## config.mk

```make
export PLATFORM = sky130hd
export DESIGN_NAME = tt_host_reg_responder
export DESIGN_NICKNAME = d
export VERILOG_FILES = /design/src/rtl/tt_host_reg_responder.sv
export SDC_FILE = /design/constraint.sdc
export NUM_CORES = 1
export LEC_CHECK = 0
export CORE_UTILIZATION = 57
export CTS_CLUSTER_SIZE = 12
export DETAILED_ROUTE_END_ITERATION = 7
export PLACE_DENSITY_LB_ADDON = 0.12
export REMOVE_ABC_BUFFERS = 1
export SLEW_MARGIN = 20
export SYNTH_ARGS = -nofsm -noshare
export SYNTH_HDL_FRONTEND = slang
export SYNTH_SLANG_ARGS = --single-unit
```

## constraint.sdc

```tcl
create_clock -name clk -period 5.95 [get_ports clk]
set_clock_uncertainty 0.15 [all_clocks]
set_input_delay 0.595 -clock clk [delete_from_list [all_inputs] [get_ports clk]]
set_output_delay 0.595 -clock clk [all_outputs]
set_load 0.02 [all_outputs]
```

## src/rtl/tt_host_reg_responder.sv

```systemverilog
// Byte-wide host register responder: 2-phase req/ack handshake on a toggle
// input, a small register file exposed on regs_flat, and a sticky error flag.
module tt_host_reg_responder #(
  parameter int         NREGS   = 8,
  parameter int         TIMEOUT = 1024,
  parameter logic [7:0] RST_VAL = 8'h00
) (
  input  logic                 clk,
  input  logic                 reset,
  input  logic [7:0]           ui_in,
  input  logic                 req_in,
  output logic [7:0]           uo_out,
  output logic                 ack_out,
  output logic                 err_out,
  output logic [8*NREGS-1:0]   regs_flat
);

  localparam int              CW       = $clog2(TIMEOUT);
  localparam logic [6:0]      NREGS_A  = 7'(NREGS);
  localparam logic [6:0]      STATUS_A = 7'h7F;
  localparam logic [CW-1:0]   CNT_MAX  = CW'(TIMEOUT - 1);

  typedef enum logic [0:0] {S_CMD = 1'b0, S_DATA = 1'b1} state_t;

  state_t               state_q, state_d;
  logic                 s1_q, s2_q, s3_q;
  logic                 req_edge;
  logic [6:0]           addr_q, addr_d;
  logic [CW-1:0]        cnt_q, cnt_d;
  logic [7:0]           uo_q, uo_d;
  logic                 ack_q, ack_d;
  logic                 err_q, err_d;
  logic [8*NREGS-1:0]   regs_q, regs_d;

  assign req_edge = s2_q ^ s3_q;

  always_ff @(posedge clk) begin
    if (reset) begin
      s1_q    <= 1'b0;
      s2_q    <= 1'b0;
      s3_q    <= 1'b0;
      state_q <= S_CMD;
      addr_q  <= 7'd0;
      cnt_q   <= '0;
      uo_q    <= 8'h00;
      ack_q   <= 1'b0;
      err_q   <= 1'b0;
      regs_q  <= {NREGS{RST_VAL}};
    end else begin
      s1_q    <= req_in;
      s2_q    <= s1_q;
      s3_q    <= s2_q;
      state_q <= state_d;
      addr_q  <= addr_d;
      cnt_q   <= cnt_d;
      uo_q    <= uo_d;
      ack_q   <= ack_d;
      err_q   <= err_d;
      regs_q  <= regs_d;
    end
  end

  // Edge handling has priority over the timeout, so a byte arriving on the
  // last allowed cycle is still accepted as data.
  always_comb begin
    state_d = state_q;
    addr_d  = addr_q;
    cnt_d   = cnt_q;
    uo_d    = uo_q;
    ack_d   = ack_q;
    err_d   = err_q;
    regs_d  = regs_q;
    case (state_q)
      S_CMD: begin
        if (req_edge) begin
          ack_d = ~ack_q;
          if (ui_in[7]) begin
            addr_d  = ui_in[6:0];
            cnt_d   = '0;
            state_d = S_DATA;
          end else if (ui_in[6:0] < NREGS_A) begin
            uo_d = regs_q[8*int'(ui_in[6:0]) +: 8];
          end else if (ui_in[6:0] == STATUS_A) begin
            uo_d  = {7'b0000000, err_q};
            err_d = 1'b0;
          end else begin
            uo_d  = 8'hEE;
            err_d = 1'b1;
          end
        end else begin
          state_d = S_CMD;
        end
      end
      S_DATA: begin
        if (req_edge) begin
          ack_d   = ~ack_q;
          state_d = S_CMD;
          if (addr_q < NREGS_A) begin
            regs_d[8*int'(addr_q) +: 8] = ui_in;
          end else begin
            err_d = 1'b1;
          end
        end else if (cnt_q == CNT_MAX) begin
          state_d = S_CMD;
          err_d   = 1'b1;
        end else begin
          cnt_d = cnt_q + {{(CW-1){1'b0}}, 1'b1};
        end
      end
      default: begin
        state_d = S_CMD;
      end
    endcase
  end

  assign uo_out    = uo_q;
  assign ack_out   = ack_q;
  assign err_out   = err_q;
  assign regs_flat = regs_q;

endmodule

```

==> flow_summary_export.csv <==
group,metric,value,unit
clock_network,cts_tree,"done",
setup_path,critPathLaunchType,"register",
floorplanning,num_rows,33,
setup_path,required,6.05,ns
clock_network,clock_sinks,95,
timing,timing.slew.headroom,21.5,%
finish,nets,600,
clock_network,cts_buffer_depth,2,
finish,insertedDiodeCount,0,
synth,yosysSeqAreaShare,39.8,%
setup_path,regToRegStartpoint,"addr_q[0]",
clock_network,cts_buffers,9,
clock_network,ctsHoldBuffers,0,
finish,utilization,71.6,%
placement,port_buffers,84,
clock_network,cts_resized,0,
floorplanning,die_h,93.6,um
floorplanning,fp.dieArea,8760,um^2
synth,ys_ff_latch,95,
clock_network,worstSkewPairLatency,0.36,ns
timing,hold_viol,0,
pwr,p_per_area,200,nW/um^2
drt,drtAntennaViolNets,0,
setup_path,crit_path_top_delay_cell,"or4b_2",
pwr,p_leak,1.78,nW
floorplanning,start_util,58.5,%
synth,synth_cell_types,48,
synth,synthFlopType,"dfxtp_1",
drt,num_vias,4320,
setup_path,end_kind,"register",
setup_path,max_stage_delay,0.68,ns
drt,post_drt_via_cell_ratio,6.21,
setup_path,cp-endpoint,"regs_flat[0]",
grt,grtUsageTotal,31.3,%
setup_path,r2r_setup_slack,2.30,ns
setup_path,r2r_cells,9,
timing,setup_tns,0,ns
setup_path,critPathArrivalTime,3.75,ns
grt,grt_max_degree,58,
timing,worstMarginPinSlew,1.17,ns
floorplanning,design.core.area,8180,um^2
placement,dpl.hpwl,8850,um
setup_path,crit_chain,"inv_1 -> ha_1 -> or4b_2 -> nor2_1 -> ha_1 -> or4b_2 -> or4_1 -> o21ai_0 -> a21oi_1",
setup_path,crit_fanout,8,
placement,gp_congestion,0.934,
setup_path,startpoint,"addr_q[0]",
timing,min_period,3.65,ns
setup_path,worstSetupPathType,"register to register",
drt,drcViolationCount,0,
clock_network,post_cts_buffers,0,
drt,drt_iter0_drc,384,
pwr,irDropWorstVdd,0.129,mV
clock_network,ctsHtreeMaxLevel,3,
timing,final-setup-viol-count,0,
drt,wirelength,13300,um
finish,areaGrowthSynthToFinish,22.3,%
synth,syn_area,4780,um^2
synth,synth_edf_count,0,
job,cap_violations,0,
floorplanning,ioPinCount,85,
drt,firstDrtPassIters,5,
clock_network,cts-root-buf,"clkbuf_8",
drt,wire_per_inst,19.1,um
finish,final_layout_size_suffix_gt1_share,10.5,%
synth,synth_async_sr_flop_share,0,%
timing,slew_viol_final,0,
finish,regArea,1900,um^2
grt,gr-total-overflow,0,
finish,multi_input_area,2720,um^2
finish,nFillCells,642,
setup_path,r2r-end,"regs_flat[0]",
timing,rsz0062_at_grt,"false",
min_path,hold_path.class,"register to register",
grt,grt_antenna_before_repair,0,
timing,fin_crit_sh,61.3,%
synth,synthCells,520,
pwr,power,0.00117,W
run_status,outcome,"finished clean",
grt,grt_pass1_wl,20800,um
synth,avgSynthCellArea,9.20,um^2
clock_network,clk_pin_slew,0.10,ns
grt,grt_pass1_vias,3989,
floorplanning,fp.dieW,93.6,um
timing,fmax,0.274,GHz
synth,yosysWarnings,0,
-- registers in the layout, summed over array words and instances, names as in the netlist --
register	flops
cnt_q	10
ack_out	1
err_out	1
regs_flat	64
s3_q	1
addr_q	7
s1_q	1
s2_q	1
uo_out	8
state_q	1
-- Yosys cell counts, types with 2 or more instances --
cell	instances	area, um^2
a31oi_1	7	43.8
or4b_2	2	20.0
nor4_1	3	18.8
nand2b_1	2	12.5
o41ai_1	2	17.5
o211ai_1	2	15.0
a21oi_1	27	135
inv_1	6	22.5
or3_1	4	25.0
clkbuf_1	28	105
mux4_2	15	338
xnor2_1	4	35.0
mux2_2	7	78.8
dfxtp_1	95	1900
buf_2	6	30.0
and3_1	2	12.5
nor4_4	8	170
nor2_1	6	22.5
nor3_1	13	65.1
o21ai_0	11	55.1
mux2i_1	58	581
nand2_1	88	330
buf_1	2	7.51
nor2b_1	7	43.8
or4_1	7	52.6
or2_2	3	18.8
o31ai_1	5	37.5
nand3_1	78	390
ha_1	3	37.5
-- logic make-up (layout without fill, tap and decap cells) --
group / Yosys count / in the layout / synth area share [%]
AO/OA/AOI/OAI: 61 / 61 / 7.54
XOR/XNOR: 6 / 6 / 1.26
adder cells (fa/ha/maj): 3 / 3 / 0.785
buffers and inverters: 44 / 115 / 3.69
flip-flops: 95 / 95 / 39.8
multiplexers: 80 / 80 / 20.9
AND/OR/NAND/NOR: 231 / 231 / 26.1
-- how the worst min path moves through the flow --
stage | startpoint | to | slack, ns | cells past startpoint
6_report | s1_q | s2_q | 0.30 | 1
5_1_grt | s1_q | s2_q | 0.32 | 1
4_1_cts | s1_q | s2_q | 0.31 | 1
3_5_place_dp | s1_q | s2_q | 0.29 | 1
3_3_place_gp | s1_q | s2_q | 0.28 | 1
2_1_floorplan | s1_q | s2_q | 0.26 | 1
-- cell type report --
class	instances	share of cell area, %
Sequential cell	95	32.5
Multi-Input combinational cell	381	46.4
Clock buffer	11	2.25
Tap cell	105	2.25
Clock inverter	5	0.727
Inverter	7	0.449
Timing Repair Buffer	92	15.4
-- layer usage --
layer | vias up | GRT usage, % | wire length, um
met4 | 0 | 9.62 | 175
li1 | 2017 | - | -
met3 | 21 | 4.07 | 893
met1 | 2104 | 42.3 | 5690
met5 | - | 0 | 0
met2 | 178 | 52.1 | 6550
-- worst max-delay path, delay by kind of cell, from the launching register on --
family	cells	cell delay, ns
simple gates	4	2.06
fa+ha+maj	2	0.55
flops	1	0.36
compound gates	2	0.34
buf+inv	1	0.07
-- cells in the final DEF (no fill, tap or decap), types with 4 or more instances in the layout --
cell type / netlist / routed
a21oi_1: 27 / 27
a31oi_1: 7 / 7
buf_4: 1 / 8
clkbuf_8: 0 / 9
clkdlybuf4s50_1: 0 / 84
dfxtp_1: 95 / 95
inv_1: 6 / 6
mux2_2: 7 / 7
mux2i_1: 58 / 58
mux4_2: 15 / 15
nand2_1: 88 / 88
nand3_1: 78 / 78
nor2_1: 6 / 6
nor2b_1: 7 / 7
nor3_1: 13 / 12
nor4_4: 8 / 8
o21ai_0: 11 / 11
o31ai_1: 5 / 5
or3_1: 4 / 4
or4_1: 7 / 7
-- power breakdown --
group	total [W]	switching, W	internal, W	leakage, nW
Combinational	0.000126	0.0000865	0.0000391	0.926
Sequential	0.000649	0.00000745	0.000642	0.767
Clock	0.000395	0.000238	0.000157	0.0845
-- through the flow --
step	std cells	setup slack, ns	hold WS (ns)	area [um^2]
after detailed placement	680	2.35	0.291	5670
after global routing	696	2.09	0.321	5850
after CTS	696	2.35	0.312	5850
after floorplan	483	2.36	0.264	4630
after global placement	680	2.47	0.281	5670
final	696	2.30	0.303	5850
No activity file was read; power rests on OpenSTA's default activity.
